===== src/rtl/clk_div_ratio_ctrl_if.sv =====
// Divisor-change request bus: two requesters, level req/ack 4-phase handshake.
interface clk_div_ratio_ctrl_if #(
    parameter int W = 8
);
    logic [1:0]   req;
    logic [W-1:0] div_in0;
    logic [W-1:0] div_in1;
    logic [1:0]   ack;
    logic         err;

    modport master (
        output req, div_in0, div_in1,
        input  ack, err
    );

    modport slave (
        input  req, div_in0, div_in1,
        output ack, err
    );
endinterface


===== src/rtl/clk_div_ratio_ctrl.sv =====
// Programmable-ratio clock divider with a round-robin arbitrated divisor update
// that is applied only on a period boundary so the output never emits a runt.
//
// state  | meaning
// -------+--------------------------------------------------------------
// S_IDLE | no request in flight; arbitrate among raised req bits
// S_PEND | legal divisor latched; waiting for the next period boundary
// S_ACK  | ack (and err) held for the granted requester until req drops
module clk_div_ratio_ctrl #(
    parameter int W           = 8,
    parameter int DEFAULT_DIV = 5
) (
    input  logic                      i_clk,
    input  logic                      i_rst,
    input  logic                      i_en,
    clk_div_ratio_ctrl_if.slave       bus,
    output logic                      o_busy,
    output logic [W-1:0]              o_div_cur,
    output logic                      o_div_clk,
    output logic                      o_clk_en
);
    typedef enum logic [1:0] {
        S_IDLE,
        S_PEND,
        S_ACK
    } state_t;

    localparam logic [W-1:0] ONE = W'(1);
    localparam logic [W-1:0] TWO = W'(2);
    localparam logic [W-1:0] DEF = W'(DEFAULT_DIV);

    state_t       r_state, w_state_nxt;
    logic [W-1:0] r_cnt, w_cnt_nxt;
    logic [W-1:0] r_div_cur, w_div_nxt;
    logic [W-1:0] r_pend, w_pend_nxt;
    logic         r_gnt, w_gnt_nxt;
    logic         r_prio, w_prio_nxt;
    logic [1:0]   r_ack, w_ack_nxt;
    logic         r_err, w_err_nxt;
    logic         r_div_clk, w_div_clk_nxt;
    logic         r_clk_en, w_clk_en_nxt;

    logic         w_last;
    logic         w_boundary;
    logic         w_sel;
    logic [W-1:0] w_sel_div;
    logic [W:0]   w_half;

    assign w_last     = (r_cnt == r_div_cur - ONE);
    assign w_boundary = !i_en || w_last;

    // Contended request goes to the pointer; otherwise to whoever is asking.
    assign w_sel     = (bus.req == 2'b11) ? r_prio : bus.req[1];
    assign w_sel_div = w_sel ? bus.div_in1 : bus.div_in0;

    always_comb begin
        w_state_nxt = r_state;
        w_div_nxt   = r_div_cur;
        w_pend_nxt  = r_pend;
        w_gnt_nxt   = r_gnt;
        w_prio_nxt  = r_prio;
        w_ack_nxt   = r_ack;
        w_err_nxt   = r_err;

        if (!i_en) begin
            w_cnt_nxt = r_div_cur - ONE;
        end else if (w_last) begin
            w_cnt_nxt = '0;
        end else begin
            w_cnt_nxt = r_cnt + ONE;
        end

        case (r_state)
            S_IDLE: begin
                if (|bus.req) begin
                    w_gnt_nxt  = w_sel;
                    w_prio_nxt = ~w_sel;
                    w_pend_nxt = w_sel_div;
                    if (w_sel_div < TWO) begin
                        w_ack_nxt   = w_sel ? 2'b10 : 2'b01;
                        w_err_nxt   = 1'b1;
                        w_state_nxt = S_ACK;
                    end else begin
                        w_state_nxt = S_PEND;
                    end
                end
            end
            S_PEND: begin
                if (w_boundary) begin
                    w_div_nxt   = r_pend;
                    w_cnt_nxt   = i_en ? '0 : r_pend - ONE;
                    w_ack_nxt   = r_gnt ? 2'b10 : 2'b01;
                    w_err_nxt   = 1'b0;
                    w_state_nxt = S_ACK;
                end
            end
            S_ACK: begin
                if (!bus.req[r_gnt]) begin
                    w_ack_nxt   = 2'b00;
                    w_err_nxt   = 1'b0;
                    w_state_nxt = S_IDLE;
                end
            end
            default: begin
                w_state_nxt = S_IDLE;
            end
        endcase

        // Outputs are registered from the decode of the next count.
        w_half        = ({1'b0, w_div_nxt} + {{W{1'b0}}, 1'b1}) >> 1;
        w_div_clk_nxt = ({1'b0, w_cnt_nxt} < w_half);
        w_clk_en_nxt  = (w_cnt_nxt == '0);
    end

    always_ff @(posedge i_clk) begin
        if (i_rst) begin
            r_state   <= S_IDLE;
            r_cnt     <= DEF - ONE;
            r_div_cur <= DEF;
            r_pend    <= DEF;
            r_gnt     <= 1'b0;
            r_prio    <= 1'b0;
            r_ack     <= 2'b00;
            r_err     <= 1'b0;
            r_div_clk <= 1'b0;
            r_clk_en  <= 1'b0;
        end else begin
            r_state   <= w_state_nxt;
            r_cnt     <= w_cnt_nxt;
            r_div_cur <= w_div_nxt;
            r_pend    <= w_pend_nxt;
            r_gnt     <= w_gnt_nxt;
            r_prio    <= w_prio_nxt;
            r_ack     <= w_ack_nxt;
            r_err     <= w_err_nxt;
            r_div_clk <= w_div_clk_nxt;
            r_clk_en  <= w_clk_en_nxt;
        end
    end

    assign bus.ack   = r_ack;
    assign bus.err   = r_err;
    assign o_busy    = (r_state != S_IDLE);
    assign o_div_cur = r_div_cur;
    assign o_div_clk = r_div_clk;
    assign o_clk_en  = r_clk_en;
endmodule


===== src/flat_wrapper.sv =====
// flat-port wrapper written by rule: the top's interface ports become plain ports
module clk_div_ratio_ctrl_flat 
#(
    parameter int W           = 8,
    parameter int DEFAULT_DIV = 5
)
  (i_clk, i_rst, i_en, o_busy, o_div_cur, o_div_clk, o_clk_en, bus_req, bus_div_in0, bus_div_in1, bus_ack, bus_err);
  clk_div_ratio_ctrl_if #(.W(W)) bus_i ();
  input  logic i_clk;
  input  logic i_rst;
  input  logic i_en;
  output logic o_busy;
  output logic [W-1:0] o_div_cur;
  output logic o_div_clk;
  output logic o_clk_en;
  input wire logic [$bits(bus_i.req)-1:0] bus_req;
  input wire logic [$bits(bus_i.div_in0)-1:0] bus_div_in0;
  input wire logic [$bits(bus_i.div_in1)-1:0] bus_div_in1;
  output wire logic [$bits(bus_i.ack)-1:0] bus_ack;
  output wire logic [$bits(bus_i.err)-1:0] bus_err;
  assign bus_i.req = bus_req;
  assign bus_i.div_in0 = bus_div_in0;
  assign bus_i.div_in1 = bus_div_in1;
  assign bus_ack = bus_i.ack;
  assign bus_err = bus_i.err;
  clk_div_ratio_ctrl #(.W(W), .DEFAULT_DIV(DEFAULT_DIV)) u_core (.i_clk(i_clk), .i_rst(i_rst), .i_en(i_en), .bus(bus_i), .o_busy(o_busy), .o_div_cur(o_div_cur), .o_div_clk(o_div_clk), .o_clk_en(o_clk_en));
endmodule

===== config.mk =====
export PLATFORM = sky130hd
export DESIGN_NAME = clk_div_ratio_ctrl_flat
export DESIGN_NICKNAME = d
export VERILOG_FILES = /design/src/rtl/clk_div_ratio_ctrl_if.sv /design/src/rtl/clk_div_ratio_ctrl.sv /design/src/flat_wrapper.sv
export SDC_FILE = /design/constraint.sdc
export NUM_CORES = 1
export LEC_CHECK = 0
export BUFFER_PORTS_ARGS = -buffer_cell sky130_fd_sc_hd__buf_2
export CORE_ASPECT_RATIO = 1.2
export CORE_MARGIN = 3
export CORE_UTILIZATION = 40
export CTS_BUF_LIST = sky130_fd_sc_hd__clkbuf_4 sky130_fd_sc_hd__clkbuf_8 sky130_fd_sc_hd__clkbuf_16
export CTS_CLUSTER_DIAMETER = 80
export DETAILED_ROUTE_END_ITERATION = 12
export GPL_TIMING_DRIVEN = 0
export PLACE_DENSITY_LB_ADDON = 0.08
export SLEW_MARGIN = 30
export SYNTH_ARGS = -nofsm -noshare
export SYNTH_HDL_FRONTEND = slang
export SYNTH_SLANG_ARGS = --single-unit

===== constraint.sdc =====
create_clock -name i_clk -period 4.9 [get_ports i_clk]
set_clock_uncertainty 0.1 [all_clocks]
set_input_delay 0.245 -clock i_clk [delete_from_list [all_inputs] [get_ports i_clk]]
set_output_delay 0.245 -clock i_clk [all_outputs]
set_load 0.01 [all_outputs]

==> summary.txt <==
Outcome
  • Status: completed

STA
  • Final Setup Violations: 0
  • Slew Limit Fails: 0
  • Fmax: 220.6 MHz
  • Tmin final: 4534 ps
  • Final Hold Fails: 0
  • RSZ-0062 raised after global routing: no
  • Hold slack: 161.8 ps
  • Tcrit/Tclk final: 0.9253
  • Worst-Margin Slew: 655.2 ps
  • Post-Route Setup TNS: 0 ps
  • Worst rel slew slack: 0.5632

Drt
  • Drt via density: 5.096
  • Routed wire length: 6.491 mm
  • Detailed Routing Iterations Pass 1: 4
  • Post-route ant nets: 0
  • Initial DRC Count: 79
  • DRC violation count after routing: 0
  • Wire per inst: 14.85 um
  • Vias: 2227

Power
  • Pwr dens: 577.5 mW/mm2
  • Worst IR Drop VDD: 0.2385 mV
  • Pleak: 1.290 nW

Floorplan
  • Core Area: 0.006090 mm2
  • Die height: 93.47 um
  • IO Count: 35
  • Row count: 31
  • Starting Density: 0.4187
  • Horiz. Die Dim: 78.89 um
  • DIE AREA: 0.007373 mm2

Worst setup path
  • CP peak stage delay: 400 ps
  • Crit path max-delay family: compound AO/OA/AOI/OAI gates
  • Crit. End Element: register
  • Cells along the critical path: buf_2, or3_4, nor4b_4, xnor3_1, nand3_1, a21oi_2, buf_6, mux2i_1, ha_2, nand3_1, xnor2_1, a21oi_1, ha_1, a21o_1, a21o_1, a2111oi_0, o31a_1
  • Crit path DAT: 4660 ps
  • Critical Path Start Type: register
  • Crit-path max FO: 10
  • CP max-delay cell: or3_4
  • CP Class: register to register
  • Worst path required time: 5030 ps
  • CP Buf/Inv Count: 2

Placement
  • Post-DP HPWL: 5.169 mm
  • Port bufs: 34
  • Placer Congestion: 0.8698

Logic synthesis
  • YS warnings: 0
  • Gate count after technology mapping: 314
  • Synth cell types: 49
  • Post-Syn Area: 0.002550 mm2
  • Synth Register Bits: 33
  • Ys async rst share: 0
  • Synth top area share: 0.2591
  • Avg Cell Area, Syn: 8.121 um2
  • Most common cell in the synthesized netlist: nor2_1
  • Post-synth top area cell: dfxtp_1
  • Post-synth EDFFs: 0
  • Synth area leaders: dfxtp_1 26%, mux2i_1 8.2%, ha_1 7.4%, xor2_1 6.9%, nor2_1 6.2%
  • Seq/Total Area, Yosys: 0.2591
  • Primary FF master, synth: dfxtp_1
  • Commonest cells post-synth: 42 x nor2_1, 33 x dfxtp_1, 21 x mux2i_1, 21 x nand2_1, 20 x xor2_1
  • Syn_nets: 350

Clocking
  • Post-CTS Setup Bufs: 0
  • H-tree depth: 2
  • Clock Path Buffers: 2
  • Clock root buffer: clkbuf_8
  • Clk_lat worst skew: 290 ps
  • Reg clk slew, reported paths: 70 ps
  • CTS tree: built
  • Clk sink count: 33
  • CTS Buf Count: 5

Finish
  • Util after Layout: 0.4779
  • Fill count: 654
  • Fin nets: 390
  • Area Overhead vs Synth: 14.13%
  • N_diodes: 0
  • Layout cells sized above 1: 0.1718

Global routing
  • Vias in the first global route: 2236
  • Met2 global-route usage: 0.3350
  • M3 GR Usage: 0.02697
  • First-pass GRT wire length: 10.84 mm
  • Largest net degree at the start of global routing: 12
  • Grt ovf: 0
  • Most used routing layer: met2
  • Initial antenna violation count: 0
  • All-Layer GR Usage: 0.1869
  • GR Util met1: 0.2287

Run
  • Max-cap violations: 0

Hold path
  • HP Class: primary input to register
-- per-layer routing --
metal,wire [um],share of wire
met2,3225,0.50
met4,144,0.022
met1,2943,0.45
met5,0,0
met3,178,0.027
-- timing repair --
item                       in CTS  in global routing
setup endpoints to repair       0                  1
gates resized for setup         0                  3
hold buffers                    0                  0
-- power breakdown --
group,switching (mW),internal (mW)
registers,0.0753,0.353
clock network,0.112,0.0981
logic,0.584,0.459
total,0.771,0.910
-- placed cells by master (no fill, tap or decap), types with 2 or more instances in the layout --
cell type	instances
nor2_1	42
buf_2	38
dfxtp_1	31
mux2i_1	21
nand2_1	21
xor2_1	20
inv_1	16
xnor2_1	16
ha_1	14
clkbuf_1	13
nand3_1	13
a211oi_1	11
a21oi_1	9
o21ai_0	8
nor3_1	7
and3_1	7
nor2b_1	6
clkbuf_8	5
buf_6	3
nor3b_1	3
a31oi_1	3
a2bb2oi_1	3
nand4_1	3
xnor3_1	2
o22ai_1	2
and2_1	2
nand2b_1	2
or4_1	2
nor4_1	2
a311oi_1	2
a211o_1	2
a21o_1	2
clkinv_2	2
dfxtp_2	2
-- sequential cells by signal (all words and copies together) (netlist names), 2 cells and up --
name              count
u_core.r_pend         8
u_core.bus.ack        2
u_core.r_cnt          8
u_core.o_div_cur      8
u_core.r_state        2
-- stage by stage --
| stage | setup WS, ps | total power, mW | instances | instance area [um2] |
|---|---|---|---|---|
| 6_report | 366.0 | 1.681 | 437 | 2910 |
| 4_1_cts | 35.45 | 1.695 | 438 | 2909 |
| 2_1_floorplan | 789.1 | 1.228 | 314 | 2550 |
| 5_1_grt | 63.69 | 1.839 | 437 | 2910 |
| 3_5_place_dp | 82.20 | 1.476 | 430 | 2823 |
| 3_3_place_gp | 109.2 | 1.474 | 430 | 2823 |
-- worst paths after layout --
check                           slack (ps)                      startpoint  cells past startpoint                           to
worst min-delay path                   160                           i_rst                      2   u_core.r_cnt[2]$_SDFF_PP1_
worst min register to register         390      u_core.r_prio$_SDFFE_PP0P_                      2   u_core.r_prio$_SDFFE_PP0P_
worst max register to register         370  u_core.o_div_cur[2]$_SDFF_PP1_                     17  u_core.o_div_clk$_SDFF_PP0_
worst max-delay path                   370  u_core.o_div_cur[2]$_SDFF_PP1_                     17  u_core.o_div_clk$_SDFF_PP0_
-- cell type report --
| type | instances | area [um2] | area share |
|---|---|---|---|
| clock buffer | 5 | 68.82 | 0.02365 |
| clock inverter | 3 | 17.52 | 0.006019 |
| inverter | 16 | 60.06 | 0.02064 |
| buffer | 21 | 110.1 | 0.03783 |
| sequential | 33 | 663.1 | 0.2279 |
| tap | 82 | 102.6 | 0.03525 |
| timing repair buffer | 34 | 170.2 | 0.05847 |
| multi-input combinational | 243 | 1718 | 0.5903 |
-- logic make-up after synthesis --
| logic type | Yosys count | synth area share |
|---|---|---|
| AOI/OAI and AO/OA | 51 | 0.1394 |
| xor gates and xnor gates | 38 | 0.1413 |
| adders and majority gates | 15 | 0.07360 |
| buffers and inverters | 38 | 0.06821 |
| DFF | 33 | 0.2591 |
| muxes | 22 | 0.08685 |
| and+or+nand+nor | 117 | 0.2316 |
No activity file was read; power rests on OpenSTA's default activity.
